### src/rtl/wb_arbiter.sv
// Writeback arbiter: merges the fixed-timing ALU result stream (source A) with
// the buffered memory/accelerator stream (source B) into one registered
// register-file write per cycle, and reports per-bank write activity.
//
// Handshake (source B): a transfer happens at a rising edge where
// acc_valid && acc_ready. acc_ready depends only on the registered FIFO count,
// never on acc_valid, so the producer may hold acc_valid without a comb loop.
// Source A has no handshake: alu_valid is always consumed. alu_hold asks the
// upstream to leave the following cycle empty so the FIFO head can drain.
module wb_arbiter #(
  parameter int D_WIDTH      = 64,
  parameter int FIFO_DEPTH   = 4,
  parameter int STARVE_LIMIT = 8
) (
  input  logic               clk,
  input  logic               reset_n,
  input  logic               alu_valid,
  input  logic [3:0]         alu_thread,
  input  logic [4:0]         alu_rd,
  input  logic [D_WIDTH-1:0] alu_data,
  input  logic               acc_valid,
  output logic               acc_ready,
  input  logic [3:0]         acc_thread,
  input  logic [4:0]         acc_rd,
  input  logic [D_WIDTH-1:0] acc_data,
  output logic               alu_hold,
  output logic [D_WIDTH-1:0] data_WB,
  output logic               ctrl_WB,
  output logic [4:0]         reg_wraddr,
  output logic [3:0]         thread_sel_WB,
  output logic [1:0]         bank_wr_busy,
  output logic               proto_err
);

  localparam int AW = $clog2(FIFO_DEPTH);
  localparam int CW = $clog2(STARVE_LIMIT + 1);

  typedef struct packed {
    logic [3:0]         thread;
    logic [4:0]         rd;
    logic [D_WIDTH-1:0] data;
  } wb_entry_t;

  wb_entry_t             mem_q [FIFO_DEPTH];
  logic [AW-1:0]         wr_ptr_q, wr_ptr_d;
  logic [AW-1:0]         rd_ptr_q, rd_ptr_d;
  logic [AW:0]           count_q, count_d;
  logic [CW-1:0]         starve_q, starve_d;
  logic                  alu_hold_q, alu_hold_d;
  logic                  proto_err_q, proto_err_d;
  wb_entry_t             wb_q, wb_d;
  logic                  ctrl_q, ctrl_d;

  logic                  fifo_empty;
  logic                  acc_fire;
  logic                  pop;
  logic                  push;
  logic                  sel_valid;
  wb_entry_t             sel;

  assign fifo_empty = (count_q == '0);
  assign acc_ready  = (count_q != (AW+1)'(FIFO_DEPTH));
  assign acc_fire   = acc_valid & acc_ready;

  // Pick this cycle's winner: A always, else FIFO head, else B straight through.
  always_comb begin
    pop       = 1'b0;
    push      = 1'b0;
    sel_valid = 1'b0;
    sel       = '{thread: alu_thread, rd: alu_rd, data: alu_data};
    if (alu_valid) begin
      sel_valid = 1'b1;
      push      = acc_fire;
    end else if (!fifo_empty) begin
      sel_valid = 1'b1;
      pop       = 1'b1;
      sel       = mem_q[rd_ptr_q];
      push      = acc_fire;
    end else if (acc_fire) begin
      sel_valid = 1'b1;
      sel       = '{thread: acc_thread, rd: acc_rd, data: acc_data};
    end
  end

  // FIFO pointer/count bookkeeping and the registered write port.
  always_comb begin
    wr_ptr_d = wr_ptr_q + AW'(push);
    rd_ptr_d = rd_ptr_q + AW'(pop);
    count_d  = count_q + (AW+1)'(push) - (AW+1)'(pop);
    wb_d     = wb_q;
    ctrl_d   = 1'b0;
    if (sel_valid && sel.rd != 5'd0) begin
      wb_d   = sel;
      ctrl_d = 1'b1;
    end
  end

  // Starvation watchdog: count blocked head cycles, pulse alu_hold at the limit.
  always_comb begin
    starve_d    = starve_q;
    alu_hold_d  = 1'b0;
    proto_err_d = proto_err_q | (alu_valid & alu_hold_q);
    if (pop || fifo_empty) begin
      starve_d = '0;
    end else if (alu_valid) begin
      if (starve_q == CW'(STARVE_LIMIT - 1)) begin
        starve_d   = '0;
        alu_hold_d = 1'b1;
      end else begin
        starve_d = starve_q + CW'(1);
      end
    end
  end

  // State registers; reset discards FIFO contents and any pending write.
  always_ff @(posedge clk or negedge reset_n) begin
    if (!reset_n) begin
      wr_ptr_q    <= '0;
      rd_ptr_q    <= '0;
      count_q     <= '0;
      starve_q    <= '0;
      alu_hold_q  <= 1'b0;
      proto_err_q <= 1'b0;
      wb_q        <= '0;
      ctrl_q      <= 1'b0;
    end else begin
      wr_ptr_q    <= wr_ptr_d;
      rd_ptr_q    <= rd_ptr_d;
      count_q     <= count_d;
      starve_q    <= starve_d;
      alu_hold_q  <= alu_hold_d;
      proto_err_q <= proto_err_d;
      wb_q        <= wb_d;
      ctrl_q      <= ctrl_d;
    end
  end

  // FIFO storage; only the slot being pushed is written.
  always_ff @(posedge clk or negedge reset_n) begin
    if (!reset_n) begin
      for (int i = 0; i < FIFO_DEPTH; i++) mem_q[i] <= '0;
    end else if (push) begin
      mem_q[wr_ptr_q] <= '{thread: acc_thread, rd: acc_rd, data: acc_data};
    end
  end

  assign data_WB       = wb_q.data;
  assign reg_wraddr    = wb_q.rd;
  assign thread_sel_WB = wb_q.thread;
  assign ctrl_WB       = ctrl_q;
  assign alu_hold      = alu_hold_q;
  assign proto_err     = proto_err_q;
  assign bank_wr_busy  = {ctrl_q & (wb_q.thread[1] | wb_q.thread[3]),
                          ctrl_q & (wb_q.thread[0] | wb_q.thread[2])};

endmodule

### config.mk
export PLATFORM = sky130hd
export DESIGN_NAME = wb_arbiter
export DESIGN_NICKNAME = d
export VERILOG_FILES = /design/src/rtl/wb_arbiter.sv
export SDC_FILE = /design/constraint.sdc
export NUM_CORES = 1
export LEC_CHECK = 0
export ABC_CLOCK_PERIOD_IN_PS = 3200
export CAP_MARGIN = 20
export CORE_MARGIN = 4
export CORE_UTILIZATION = 56
export DETAILED_ROUTE_END_ITERATION = 8
export GPL_TIMING_DRIVEN = 0
export MAX_ROUTING_LAYER = met4
export PLACE_DENSITY = 0.93
export SYNTH_ARGS = -nofsm -noshare
export SYNTH_HDL_FRONTEND = slang
export SYNTH_SLANG_ARGS = --single-unit
### constraint.sdc
create_clock -name clk -period 3.2 [get_ports clk]
set_input_delay 0.48 -clock clk [delete_from_list [all_inputs] [get_ports clk]]
set_output_delay 0.48 -clock clk [all_outputs]
set_load 0.005 [all_outputs]
# Word level (Yosys, flattened, before mapping)
# Index checks and enable logic that the tools add are counted.
# op_classes
bitwise,9
magnitude_cmp,3
n_reduce_logical,6
eq_ne,2
n_addsub,5
muxes,23
# op_table
operator,n
2-to-1 mux 73 bit,6
bitwise mux 292 bit,1
binary-select mux 73 bit (select 2 bit),1
demux 73 bit (select 2 bit),1
2-to-1 mux 4 bit,3
2-to-1 mux 1 bit,11
"greater-or-equal comparator 3 bit, second input constant",2
inverter 2 -> 3 bit,2
nonzero test 5 bit,1
adder 2 x 1 -> 2 bit,2
"adder 4 x 1 -> 4 bit, second input constant",1
bitwise AND 1 bit,4
"== test 4 x 3 -> 1 bit, second input constant",1
adder 3 x 1 -> 3 bit,1
zero test 3 bit,1
"< comparator 3 x 1 -> 1 bit, second input constant",1
"!= test 3 bit, second input constant",1
bitwise OR 1 bit,3
subtractor 3 x 1 -> 3 bit,1
logical AND 1 bit,2
nonzero test 2 bit,1
logical OR 1 bit,1
# word_totals
wordCells,70
input_bits,150
register_bits,379
output_inout_bits,79

# Depth between registers and ports, before layout
# Gate-level depths: netlist (run 1).
# depth
depth_word,9
mapped_depth,11
depth_no_buf,10

# Least setup slack after synthesis (run 1)
# OpenSTA, ideal clock, no wires.
# synth_path
path_type,reg-to-reg
start,register count_q[2]
end,register count_q[2]
t_arrival_ns,2.700
synth_period_minus_slack_ns,2.825
n_path_buf,3
slack_ns,0.375
stages_incl_launch_ff,12
required_ns,3.075
setup_time_ns,0.125
path_cell_list,dfrtp_1 -> nor3_1 -> clkbuf_1 -> clkbuf_1 -> clkbuf_1 -> nor2_1 -> ha_1 -> inv_1 -> ha_1 -> fa_1 -> xor2_1 -> xnor2_1
# synth_via
elab_chain_cells,6
word_cells_on_any_way,9
cone_classes,add/sub (2); eq/ne (1); mux (4); bitwise (1); reduce/logical (1)
# synth_rtl
element,line_no,source
from (decl),47,"logic [AW:0] count_q, count_d;"
from (signal assigned),129,count_q <= count_d;
!= test 3 bit,62,assign acc_ready = (count_q != (AW+1)'(FIFO_DEPTH));
bitwise AND 1 bit,63,assign acc_fire = acc_valid & acc_ready;
2-to-1 mux 1 bit,74,end else if (!fifo_empty) begin
2-to-1 mux 1 bit,71,if (alu_valid) begin
adder 3 x 1 -> 3 bit,89,count_d = count_q + (AW+1)'(push) - (AW+1)'(pop);
subtractor 3 x 1 -> 3 bit *,89,
named net count_d[2],47,
# The timed path passes the listed nets; every way through them passes the cells marked *.
# A chain may end at the register's enable or synchronous reset.

# Worst setup path in the final report (run 1)
# Same ends and word-level chain as after synthesis.

==> run metrics, run 1 <==
Clock power frac=0.201; Comb power frac=0.410; most common cell after layout, fill and taps aside=dfrtp_1; CTS Buf Count=40; Buf/Inv on CP=3; Switching Share=0.315; Fmax=331 MHz; WL/cell=23.9 µm; Multi-input gate area=7370 µm²; FF-to-FF End=count_q[2]; Syn Inst Count=1257; static leakage power=8.75 nW; Tightest Hold Check Type=primary input to asynchronous set/reset pin; syn nets=1413; Slew headroom=0.374; fin worst setup slack=0.175 ns; max cap viols=0; vias in the first global route=13200; total power=0.0220 W; Vias/cell=6.27; Sw Pwr=0.00695 W; grt total ovfl=0; power per cell area=1020 nW/µm²; post-route core utilization=0.703; largest net degree at the start of global routing=124; drt pass-1 iters=6; Initial Util=0.567; layout overhead on the synthesized area=24.1%; Max FO, Critical Path=19; commonest non-fill, non-tap cells in the layout=379 x dfrtp_1, 292 x mux2_2, 227 x clkdlybuf4s50_1, 142 x o21ai_0, 77 x clkbuf_1; Slowest-stage cell, CP=dfrtp_1; Synth area leader=dfrtp_1; GP Congestion=0.829; vias=12300; Residual DRC=0; Synth top area share=0.547; Cell Rows=64; placed cell areas=20200 µm²; sequential share of power=0.389; dominant cells by area after synthesis=dfrtp_1 55%, mux2_2 19%, mux4_2 9.5%, o21ai_0 4.1%, o22a_1 3.8%; Setup Skew=0.0148 ns; Crit path largest cell delay=0.44 ns; Crit path top cell by count=ha_1; H-tree depth=2; Root Buffer=clkbuf_16; arrival time worst endpoint=3.43 ns; Core Footprint=30600 µm²; Final period util=0.945; RSZ-0062 raised after global routing=no; fillers=1948; initial drt markers=840; # setup viols final=0; Worst Path Required=3.61 ns; TritonCTS clock tree=yes; crit path time final=3.03 ns; GRT Util Overall=0.285; #FFs+latches synth=379; synthesized cell area=17300 µm²; cell area after layout=21500 µm²; worst-path cell chain=nor3_1, clkbuf_2, clkbuf_4, nor2_1, ha_1, inv_1, ha_1, fa_1, xor2_1, xnor2_1; Pins Over Slew Limit=0; Worst Setup End Kind=flop; DP Worst Slack=-0.933 ns; Nets=1687; reg2reg path depth=10; worst skew pair latency=0.52 ns; CP Class=flop to flop; Setup Buffers After CTS=0; family with the most delay on the worst path=adder cells; port buffer count=228; die width=184 µm; status=completed; hold slack=0.446 ns; part of the Yosys area used for sequential elements=0.547; reg2reg start=count_q[2]; setup slack, reg-to-reg=0.17 ns; antenna-violating nets left=0; clock sink total=379; drt total wl=46800 µm; Avg Cell Area, Syn=13.8 µm²; crit start category=flop; Least-Margin Pin Slew=0.939 ns; Cell variety after synth=33; YS warnings=0; layout cells sized above 1=0.293; final hold vios=0; die area=33800 µm²; Seq. cell area=9480 µm²; Int Pwr=0.0151 W; hpwl dp=31200 µm; Peak VDD IR=0.000622 V; first-pass GRT wire length=73300 µm; IO Pins=229; chip height=184 µm; clk buf depth=3; clk slew on worst S/H paths=0.06 ns; initial antenna violation count=3
synthesized netlist by cell type:
master / n
dfrtp_1: 379
mux2_2: 292
o21ai_0: 142
o22a_1: 75
clkbuf_1: 73
mux4_2: 73
nand2_1: 72
or3_1: 70
buf_6: 9
buf_1: 8
buf_2: 7
inv_1: 7
nor2_1: 7
ha_1: 5
nor3_1: 5
o22ai_1: 4
buf_4: 3
nand3_1: 3
o21a_1: 3
xor2_1: 3
a21oi_1: 2
a22o_1: 2
nor4bb_1: 2
xnor2_1: 2
a21boi_0: 1
a21o_1: 1
and3_1: 1
fa_1: 1
nand3b_1: 1
nor2_2: 1
nor3_2: 1
or2_1: 1
or4b_4: 1
kinds of logic (layout without fill, tap and decap cells):
group | count (synthesis) | after routing | synth area share
other cells | 0 | 3 | 0
xor+xnor | 5 | 5 | 0.00253
compound gates | 230 | 230 | 0.0841
simple gates | 165 | 165 | 0.0487
flops | 379 | 379 | 0.547
mux | 365 | 365 | 0.285
buf+inv | 107 | 409 | 0.0282
fa+ha+maj | 6 | 6 | 0.00476
how the worst max path moves through the flow:
| stage | depth (start not counted) | start | endpoint | slack [ns] |
|---|---|---|---|---|
| final | 10 | count_q[2] | count_q[2] | 0.17 |
| after CTS | 11 | alu_valid | count_q[2] | 0.04 |
| after global placement | 1 | reset_n | data_WB[41] | -14.11 |
| after floorplan | 11 | count_q[2] | count_q[2] | 0.37 |
| after global routing | 10 | count_q[2] | count_q[2] | 0.04 |
| after detailed placement | 11 | alu_valid | count_q[2] | -0.93 |
per-stage QoR:
step	std cells	setup TNS, ns
after floorplan	1257	0
final	1958	0
after detailed placement	1885	-43.29
after global placement	1881	-5383.12
after global routing	1958	0
after CTS	1955	0
state kept, by name, summed over array words and instances (netlist names):
register       count
ctrl_WB            1
reg_wraddr         5
proto_err          1
count_q            3
thread_sel_WB      4
starve_q           4
data_WB           64
alu_hold           1
wr_ptr_q           2
rd_ptr_q           2
mem_q            292
repair_timing:
item                       in CTS  in global routing
resized for setup               5                  6
hold endpoints to repair       37                  0
setup endpoints to repair      23                 28
hold buffers                    1                  0
metal layers:
layer	GRT usage	up-vias	share of wire
met5	-	-	0
met4	0.102	0	0.034
met3	0.0580	111	0.074
met2	0.464	521	0.50
met1	0.359	6407	0.39
li1	-	5231	-
power by group through the flow:
| stage | Sequential [W] | Clock [W] | Combinational (W) |
|---|---|---|---|
| CTS | 0.00854 | 0.00447 | 0.00906 |
| floorplan | 0.00818 | 0 | 0.00601 |
| global route | 0.00880 | 0.00469 | 0.00974 |
| global placement | 0.00839 | 0 | 0.00853 |
| finish | 0.00858 | 0.00443 | 0.00903 |
| detailed placement | 0.00856 | 0 | 0.00894 |
layout make-up:
type | count | share of cell area
Antenna cell | 3 | 0.000349
Sequential cell | 379 | 0.441
Inverter | 7 | 0.00122
Clock buffer | 62 | 0.0560
Clock inverter | 8 | 0.00209
Buffer | 99 | 0.0218
Multi-Input combinational cell | 771 | 0.343
Tap cell | 396 | 0.0230
Timing Repair Buffer | 233 | 0.112
No activity file was read; power rests on OpenSTA's default activity.
==> run 2, diff against run 1 <==
CTS_CLUSTER_DIAMETER = 60   (was unset)
==> results of run 2 <==
Final layout, timing and power as in run 1 (identical DEF).
==> run 3, diff against run 2 <==
CTS_CLUSTER_DIAMETER = 30   (was 60)
==> run 3 against run 2 <==
Compared with the run above: flip-flop and latch count stayed put; maximum frequency shrank 2.9%; largest cell class unchanged; die area did not move; first-iteration DRC count rose by 42%; worst setup slack got worse by 0.089 ns; critical path depth up 1; power rose by 18%; wire length up 9.3%.
==> run metrics, run 3 (synthesis gave the netlist of run 1 again) <==
Crit path largest cell delay=0.59 ns (+0.15 ns); initial drt markers=1194 (+42%); GRT Util Overall=0.310 (+0.0247); commonest non-fill, non-tap cells in the layout=379 x dfrtp_1, 292 x mux2_2, 227 x clkdlybuf4s50_1, 142 x o21ai_0; Slew headroom=0.371 (-0.00358); Worst Path Required=3.64 ns (+0.03 ns); clk buf depth=3 (unchanged); initial antenna violation count=4 (+1); hpwl dp=31200 µm (unchanged); Crit path depth=11 (+1); Clock power frac=0.311 (+0.110); H-tree depth=3 (+1); CP Class=primary input to flop; reg2reg start=count_q[2]; reg2reg path depth=11 (+1); Switching Share=0.316 (+0.00127); Cell Rows=64 (unchanged); Setup Buffers After CTS=0 (unchanged); setup slack, reg-to-reg=0.13 ns (-0.04 ns); Initial Util=0.567 (unchanged); Worst Setup End Kind=flop; worst setup path end=count_q[2]; status=completed; port buffer count=228 (unchanged); max cap viols=0 (unchanged); static leakage power=9.42 nW (+7.6%); cell area after layout=22900 µm² (+6.6%); Tightest Hold Check Type=primary input to asynchronous set/reset pin; Final period util=0.973 (+0.0278); drt pass-1 iters=5 (-1); Nets=1722 (+2.1%); worst skew pair latency=0.58 ns (+0.06 ns); IO Pins=229 (unchanged); Vias/cell=6.26 (about the same); Largest register FFs=292 (unchanged); Setup Skew=0.0239 ns (+0.00909 ns); Comb power frac=0.355 (-0.055); Peak VDD IR=0.000561 V (-9.8%); Int Pwr=0.0178 W (+18%); Fmax=321 MHz (-2.9%); die width=184 µm (unchanged); placed cell areas=20200 µm² (unchanged); Core Footprint=30600 µm² (unchanged); layout overhead on the synthesized area=32.2%; largest net degree at the start of global routing=124 (unchanged); most common cell after layout, fill and taps aside=dfrtp_1; final hold vios=0 (unchanged); crit path time final=3.11 ns (+0.0891 ns); clk slew on worst S/H paths=0.06 ns (about the same); antenna-violating nets left=0 (unchanged); grt total ovfl=0 (unchanged); worst-path cell chain=clkdlybuf4s50_1, clkbuf_2, clkbuf_1, clkbuf_2, nor2_1, ha_1, inv_1, ha_1, fa_1, xor2_1, xnor2_1; crit start category=primary input; fillers=1759 (-9.7%); Buf/Inv on CP=5 (+2); drt total wl=51200 µm (+9.3%); # setup viols final=0 (unchanged); power per cell area=1140 nW/µm² (+11%); Residual DRC=0 (unchanged); family with the most delay on the worst path=buffers and inverters; FF-to-FF End=count_q[2]; clock sink total=379 (unchanged); RSZ-0062 raised after global routing=no; Max FO, Critical Path=10 (-9); first-pass GRT wire length=79200 µm (+8.0%); chip height=184 µm (unchanged); Root Buffer=clkbuf_16; layout cells sized above 1=0.328 (+0.0351); Biggest register=mem_q; arrival time worst endpoint=3.56 ns (+0.13 ns); CTS Buf Count=74 (+85%); vias=12700 (+3.7%); Sw Pwr=0.00823 W (+19%); GP Congestion=0.829 (unchanged); Slowest-stage cell, CP=clkdlybuf4s50_1; CP startpoint=alu_valid; sequential share of power=0.334 (-0.055); vias in the first global route=14200 (+7.6%); Pins Over Slew Limit=0 (unchanged); WL/cell=25.2 µm (+5.3%); Least-Margin Pin Slew=0.944 ns (+0.00536 ns); die area=33800 µm² (unchanged); TNS Setup=0 ns (unchanged); TritonCTS clock tree=yes
run 3: cell count changes in the layout (fill, tap and decap cells not counted), moves of 2 or more:
cell	before	now
bufinv_16	0	9
clkbuf_8	10	5
clkinv_4	0	4
diode_2	3	8
clkbuf_16	41	75
inv_16	0	2
inv_6	0	12
clkinv_2	6	12
clkbuf_1	77	69
clkinv_8	0	3
clkinvlp_4	2	10
inv_8	0	2
run 3: cell type report:
| class | instances | area, µm² | area share |
|---|---|---|---|
| sequential | 379 | 9480 | 0.414 |
| multi-input combinational | 771 | 7380 | 0.322 |
| timing repair buffer | 233 | 2410 | 0.105 |
| clock buffer | 82 | 1950 | 0.0852 |
| clock inverter | 55 | 687 | 0.0300 |
| tap | 396 | 495 | 0.0216 |
| buffer | 100 | 473 | 0.0206 |
| inverter | 7 | 26.3 | 0.00115 |
| antenna | 8 | 20.0 | 0.000873 |
run 3: power groups by stage:
stage          sequential (W)  clock, W  combinational, W
2_1_floorplan         0.00818         0           0.00601
3_3_place_gp          0.00839         0           0.00853
3_5_place_dp          0.00856         0           0.00894
4_1_cts               0.00863   0.00814           0.00921
5_1_grt               0.00889   0.00841           0.00988
6_report              0.00869   0.00809           0.00924
run 3: how the worst min path moves through the flow:
stage / startpoint / to / cells past startpoint
after floorplan: reset_n / alu_hold / 0
after global placement: proto_err / proto_err / 1
after detailed placement: reset_n / alu_hold / 1
after CTS: reset_n / proto_err / 2
after global routing: reset_n / proto_err / 2
final: reset_n / proto_err / 2
run 3: worst reg2reg max path, cell delays in order, from the launching register on:
cell and delay [ns]:
dfrtp_1 0.44, nor3_2 0.29, buf_4 0.29, clkbuf_2 0.30, clkbuf_2 0.30, nor2_1 0.12, ha_1 0.30, inv_1 0.04
ha_1 0.18, fa_1 0.40, xor2_1 0.16, xnor2_1 0.14
run 3: per-layer routing:
layer / GRT usage / wire length [µm]
met5: - / 0
met3: 0.0647 / 3650
met4: 0.125 / 1820
met1: 0.377 / 19500
met2: 0.510 / 26200
run 3: metrics by stage:
| stage | utilization | power [W] | hold WS (ns) | std cells | setup WS (ns) |
|---|---|---|---|---|---|
| after detailed placement | 0.661 | 0.0175 | 0.399 | 1885 | -0.933 |
| after global routing | 0.749 | 0.0272 | 0.410 | 2031 | 0.0140 |
| after global placement | 0.657 | 0.0169 | 0.440 | 1881 | -14.11 |
| after floorplan | - | 0.0142 | 0.184 | 1257 | 0.375 |
| after CTS | 0.748 | 0.0260 | 0.387 | 2023 | 0.0294 |
| final | 0.749 | 0.0260 | 0.389 | 2031 | 0.0855 |
run 3: repair_timing:
| action | CTS | global route |
|---|---|---|
| hold buffers | 1 | 0 |
| endpoints found under the setup margin | 37 | 43 |
| resized for setup | 7 | 4 |
| endpoints found under the hold margin | 37 | 0 |
